===== src/rtl/count_monitor.sv =====
// Passive observer for an up/down counter: classifies each accepted sample,
// keeps saturating wrap/jump statistics and raises a sticky, acknowledged alarm.
module count_monitor #(
    parameter int WIDTH  = 4,
    parameter int EVW    = 8,
    parameter int THRESH = 4
) (
    input  logic             clk,
    input  logic             reset,
    input  logic [WIDTH-1:0] cnt_in,
    input  logic             cnt_valid,
    input  logic             updown,
    input  logic             alarm_ack,
    input  logic             clr_stats,
    output logic [WIDTH-1:0] last_cnt,
    output logic             ovf_pulse,
    output logic             unf_pulse,
    output logic             jump_pulse,
    output logic [EVW-1:0]   ovf_count,
    output logic [EVW-1:0]   unf_count,
    output logic [EVW-1:0]   jump_count,
    output logic             alarm
);

    localparam logic [1:0] EMPTY = 2'd0;
    localparam logic [1:0] TRACK = 2'd1;
    localparam logic [1:0] ALARM = 2'd2;

    localparam logic [WIDTH-1:0] CNT_MAX = '1;
    localparam logic [EVW-1:0]   EV_MAX  = '1;
    localparam logic [EVW-1:0]   THR     = EVW'(THRESH);

    logic [1:0]       state;
    logic [WIDTH-1:0] expected;
    logic             accept;
    logic             in_seq;
    logic             is_ovf;
    logic             is_unf;
    logic             is_jump;
    logic [EVW-1:0]   ovf_inc;
    logic [EVW-1:0]   unf_inc;
    logic [EVW-1:0]   jump_inc;
    logic             trigger;

    always_comb begin
        expected = updown ? last_cnt + 1'b1 : last_cnt - 1'b1;
        accept   = cnt_valid && (state != EMPTY);
        in_seq   = (cnt_in == expected);
        is_ovf   = accept && in_seq && updown && (last_cnt == CNT_MAX);
        is_unf   = accept && in_seq && !updown && (last_cnt == '0);
        is_jump  = accept && !in_seq;
        ovf_inc  = (ovf_count == EV_MAX) ? ovf_count : ovf_count + 1'b1;
        unf_inc  = (unf_count == EV_MAX) ? unf_count : unf_count + 1'b1;
        jump_inc = (jump_count == EV_MAX) ? jump_count : jump_count + 1'b1;
        // Threshold is judged on the post-increment count of the same event
        trigger  = (is_ovf && (ovf_inc >= THR)) || (is_unf && (unf_inc >= THR));
    end

    always_ff @(posedge clk) begin
        if (reset) begin
            state      <= EMPTY;
            last_cnt   <= '0;
            ovf_pulse  <= 1'b0;
            unf_pulse  <= 1'b0;
            jump_pulse <= 1'b0;
            ovf_count  <= '0;
            unf_count  <= '0;
            jump_count <= '0;
            alarm      <= 1'b0;
        end else if (clr_stats) begin
            state      <= EMPTY;
            ovf_pulse  <= 1'b0;
            unf_pulse  <= 1'b0;
            jump_pulse <= 1'b0;
            ovf_count  <= '0;
            unf_count  <= '0;
            jump_count <= '0;
            alarm      <= 1'b0;
        end else begin
            ovf_pulse  <= is_ovf;
            unf_pulse  <= is_unf;
            jump_pulse <= is_jump;
            if (cnt_valid) begin
                last_cnt <= cnt_in;
            end
            if (is_ovf) begin
                ovf_count <= ovf_inc;
            end
            if (is_unf) begin
                unf_count <= unf_inc;
            end
            if (is_jump) begin
                jump_count <= jump_inc;
            end
            if (trigger) begin
                state <= ALARM;
                alarm <= 1'b1;
            end else if (state == ALARM && alarm_ack) begin
                state <= TRACK;
                alarm <= 1'b0;
            end else if (state == EMPTY && cnt_valid) begin
                state <= TRACK;
            end
        end
    end

endmodule

===== config.mk =====
export PLATFORM = sky130hd
export DESIGN_NAME = count_monitor
export DESIGN_NICKNAME = d
export VERILOG_FILES = /design/src/rtl/count_monitor.sv
export SDC_FILE = /design/constraint.sdc
export NUM_CORES = 1
export LEC_CHECK = 0
export BUFFER_PORTS_ARGS = -buffer_cell sky130_fd_sc_hd__clkbuf_2
export CAP_MARGIN = 15
export CORE_AREA = 2 2 66 68
export CTS_CLUSTER_SIZE = 30
export DETAILED_ROUTE_END_ITERATION = 8
export DIE_AREA = 0 0 68 70
export MAX_ROUTING_LAYER = met4
export PLACE_DENSITY = 0.73
export SYNTH_ARGS = -nofsm -noshare
export SYNTH_HDL_FRONTEND = slang
export SYNTH_SLANG_ARGS = --single-unit

===== constraint.sdc =====
create_clock -name clk -period 3.2 [get_ports clk]
set_input_delay 0.64 -clock clk [delete_from_list [all_inputs] [get_ports clk]]
set_output_delay 0.64 -clock clk [all_outputs]
set_load 0.05 [all_outputs]

**Word-level counts from Yosys, hierarchy flattened**

Index checks and enable logic that the tools add are counted.

- Bits in registers: 34
- Logic and storage cells: 57

- $add $sub $neg: 5
- Order comparisons: 2
- Eq/ne operators: 6
- Multiplexer cells: 8
- Bitwise gates (word level): 2
- Reduce and logical (&&, ||, !) cells: 24

Operators by type and width:

| kind | count |
|---|---|
| $add 8x1->8 const B | 3 |
| $eq 8x8->1 const B | 3 |
| $ge 8x3->1 const B | 2 |
| $mux 8 | 2 |
| $logic_and 1x1->1 | 11 |
| $mux 2 | 3 |
| $reduce_bool 2->1 | 3 |
| $add 4x1->4 const B | 1 |
| $eq 4x4->1 | 1 |
| $eq 4x4->1 const B | 1 |
| $logic_not 4->1 | 1 |
| $mux 4 | 1 |
| $reduce_and 2->1 | 2 |
| $sub 4x1->4 const B | 1 |
| $reduce_bool 3->1 | 1 |
| $reduce_or 3->1 | 1 |
| $eq 2x2->1 const B | 1 |
| $logic_not 1->1 | 2 |
| $logic_not 2->1 | 1 |
| $mux 1 | 2 |
| $not 1->1 | 2 |
| $reduce_or 2->1 | 1 |
| $logic_or 1x1->1 | 1 |

**Depth between registers and ports, before layout**

- Word-level depth: 9
- Mapped depth: 10
- Mapped depth without buffers: 8

**Least setup slack after synthesis**

No wires, ideal clock.

- Kind: reg2reg
- From: register last_cnt[0]
- To: register unf_count[3]
- Arrival time: 3029 ps
- Path slack: 101 ps
- Cell stages (with the launch flop): 9
- Period minus slack after synthesis: 3099 ps
- Path through: dfxtp_1 -> fa_1 -> xnor2_1 -> nand3_2 -> or4_4 -> or2_1 -> buf_2 -> or4_1 -> a21oi_1

- Word-level cells in the longest chain between the ends: 6

Ends and longest elaborated chain:

| what | RTL line | RTL |
|---|---|---|
| start, declared | 15 | `output logic [WIDTH-1:0] last_cnt,` |
| start signal, assigned | 84 | `last_cnt <= cnt_in;` |
| $sub 4x1->4 or $add 4x1->4 (tied branches) | 46 | `expected = updown ? last_cnt + 1'b1 : last_cnt - 1'b1;` |
| $mux 4 | 46 |  |
| $eq 4x4->1 | 48 | `in_seq = (cnt_in == expected);` |
| $logic_and 1x1->1 (2 in a row) | 50 | `is_unf = accept && in_seq && !updown && (last_cnt == '0);` |
| $logic_and 1x1->1 * | 50 |  |
| end signal, assigned | 90 | `unf_count <= unf_inc;` |
| end, declared | 20 | `output logic [EVW-1:0] unf_count,` |

Mark *: on every way between the ends. The rest lies on a longest branch, timed or not.
A chain may end at the register's enable or synchronous reset.

**Worst setup path in the final report**

- From: input updown
- To: register unf_count[3]

- Word-level cells in the longest chain between the ends: 5

Ends and longest elaborated chain:

| what | RTL line | RTL |
|---|---|---|
| start, declared | 12 | `input logic updown,` |
| $mux 4 | 46 |  |
| $eq 4x4->1 | 48 |  |
| $logic_and 1x1->1 | 50 |  |
| $logic_and 1x1->1 * (2 in a row) | 50 |  |

Marks and branches as above.

==> results_dict.tcl <==
set metrics [dict create \
    outcome "complete, no violations" \
    die-height_um 70 \
    insertedDiodeCount 0 \
    worstReg2RegStart "last_cnt[0]" \
    drt_pass1_iterations 4 \
    drt-initial-drc-count 188 \
    overflow 0 \
    area_growth_syn_to_layout_pct 21.4 \
    synth.net_count 233 \
    maximum_buffer_depth_of_the_clock_tree 2 \
    dominantRegCellSynth "dfxtp_1" \
    place_congestion 0.844 \
    cts_made_buffers 5 \
    setup_repair_after_global_routing_missed_its_margin "no" \
    syn-instance-count 217 \
    async_sr_flop_fraction_pct 0 \
    final_antenna_net_count 0 \
    routed_via_count_divided_by_cell_count 5.64 \
    final-max-slew-violation-count 0 \
    cts.htree.levels 2 \
    clock_sink_count 34 \
    drc_errors 0 \
    synth_edf_count 0 \
    crit_path_end_kind "flip-flop" \
    cts.repair_timing.setup_buffer_count 0 \
    route.detailed.wl_per_inst_um 13.4 \
    place.port_buffers 41 \
    floorplan.initialDensity_pct 44.8 \
    min_period_ps 2850 \
    leakagePower_nw 0.958 \
    tightestPinTransition_ps 595 \
    worstSkewPairLatency_ps 290 \
    yosysTopAreaCellShare_pct 36.7 \
    ioPinCount 42 \
    first_pass_grt_wire_length_mm 7.00 \
    final_util_pct 54.4 \
    worst_endpoint_data_arrival_time_ps 3070 \
    leading_post_synthesis_cells_by_cell_area "dfxtp_1 37%, nor2_1 4.7%, a21oi_1 4.6%" \
    num-fill-cells 395 \
    final.setup.tns_ps 0 \
    critPathLaunch "updown" \
    grt_pass1_vias 1540 \
    top_achievable_clock_speed_mhz 351 \
    root_buffer "clkbuf_8" \
    total_power_mw 0.885 \
    hold_viol_final 0 \
    dp_hpwl_mm 3.07 \
    finalSetupViolCount 0 \
    clk_transition_reported_paths_ps 70 \
    hp-class "flip-flop to flip-flop" \
    max-vdd-ir-drop_mv 0.194 \
    critical_path_peak_fanout 4 \
    yosysUniqueCellTypes 49 \
    worstPathRequired_ps 3420 \
    sequential_to_total_area_share_from_yosys_stat_pct 36.7 \
    finalWirelength_mm 4.22 \
    tritoncts "yes" \
    powerDensity_nw_per_um2 393 \
    timing_worst_setup_path_type "input pin to flip-flop" \
    maximum_number_of_pins_on_one_net_before_global_route_repair 27 \
    postSynthRegisterBits 34 \
    cts.hold.buffers_added 0 \
    placement_rows 24 \
    core_box_area_sq_um 4140 \
    ys_warnings 0 \
    cts_resized 0 \
    cp-start-kind "input pin" \
    final.period_utilization_pct 89.1 \
    antenna_found_initial 0 \
    worst_slew_margin_rel_pct 59.9 \
    dieArea_sq_um 4760 \
    max_cap_violations 0 \
    synth_top_cell_by_area "dfxtp_1" \
    synthesis.area_sq_um 1860 \
    fp.dieW_um 68 \
    synth.avg_cell_area_sq_um 8.55 \
    nets_final 279 \
    fin_hold_ws_ps 473 \
    start_point_of_the_worst_min_delay_path "alarm" \
    via_count 1781 \
    grtUsageTotal_pct 19.6 \
    final_layout_size_suffix_gt1_share_pct 23.1 \
    fin_worst_skew_ps 7.21 \
]
==> worst paths after layout <==
path | to | slack [ps] | depth (start not counted)
max | unf_count[3] | 350 | 9
min | alarm | 470 | 2
max reg2reg | unf_count[3] | 500 | 7
min reg2reg | alarm | 470 | 2
==> worst max-delay path, stage by stage <==
cell	delay [ps]
clkbuf_2	90
inv_1	80
fa_1	450
xnor3_1	310
nand3_2	100
or4_4	520
or2_1	230
or4_1	500
a21oi_1	140
==> power breakdown <==
part | leakage [nW] | internal, mW | total (mW) | switching (mW)
Combinational | 0.626 | 0.0315 | 0.0815 | 0.0500
Sequential | 0.274 | 0.426 | 0.432 | 0.00529
Clock | 0.0575 | 0.217 | 0.372 | 0.154
Total | 0.958 | 0.675 | 0.885 | 0.210
==> flip-flops by register name (all words and copies together), names as in the netlist <==
| register | count |
|---|---|
| jump_count | 8 |
| alarm | 1 |
| unf_count | 8 |
| jump_pulse | 1 |
| unf_pulse | 1 |
| last_cnt | 4 |
| ovf_pulse | 1 |
| state | 2 |
| ovf_count | 8 |
==> cell usage in the layout (no fill, tap or decap), types with 5 or more instances in the layout <==
cell	netlist	routed
a21oi_1	17	17
a31oi_1	5	5
and3_1	9	9
buf_4	0	7
clkbuf_2	0	41
clkbuf_8	0	8
dfxtp_1	34	34
ha_1	5	5
mux2i_1	5	5
nand2_1	8	8
nand3_1	12	12
nand4_1	7	7
nor2_1	23	23
nor3_1	7	7
o21ai_0	10	10
xnor2_1	6	6
xor2_1	8	8
==> cells in the mapped netlist, drive strengths merged, types with 3 or more instances <==
master	n
xor2	8
nor3	8
nor3b	3
or4	4
a21oi	17
dfxtp	34
nor2	23
clkbuf	8
a31oi	5
o21ai	11
nor2b	4
inv	3
nand2	8
ha	5
nand4	7
nand3	13
mux2i	5
or3	4
a21o	4
and3	9
xnor2	6
==> metal layers <==
metal  share of wire [%]  track usage [%]  vias up
li1                    -                -      900
met1                  45             26.1      837
met2                  49             28.0       38
met3                 4.1             4.99        6
met4                 1.5             8.22        0
met5                   0                -        -
==> metrics by stage <==
stage,worst slack [ps],cells,cell area [sq um]
5_1_grt,230,316,2250
3_3_place_gp,107,308,2140
2_1_floorplan,101,217,1860
4_1_cts,351,316,2250
6_report,350,316,2250
3_5_place_dp,40.2,308,2140
==> area by class of cell <==
class | count | area (sq um) | share of cell area, %
Multi-Input combinational cell | 171 | 1130 | 50.1
Sequential cell | 34 | 681 | 30.2
Timing Repair Buffer | 48 | 258 | 11.4
Clock buffer | 8 | 110 | 4.89
Tap cell | 52 | 65.1 | 2.89
Inverter | 3 | 11.3 | 0.500
==> cells by family after synthesis <==
logic type / count (synthesis) / synth area share, %
AOI/OAI and AO/OA: 50 / 16.9
xor gates and xnor gates: 15 / 7.82
adders and majority gates: 6 / 4.45
buffers and inverters: 12 / 2.49
DFF: 34 / 36.7
muxes: 5 / 2.70
and+or+nand+nor: 95 / 28.9
Power figures use the tool's default switching activity.
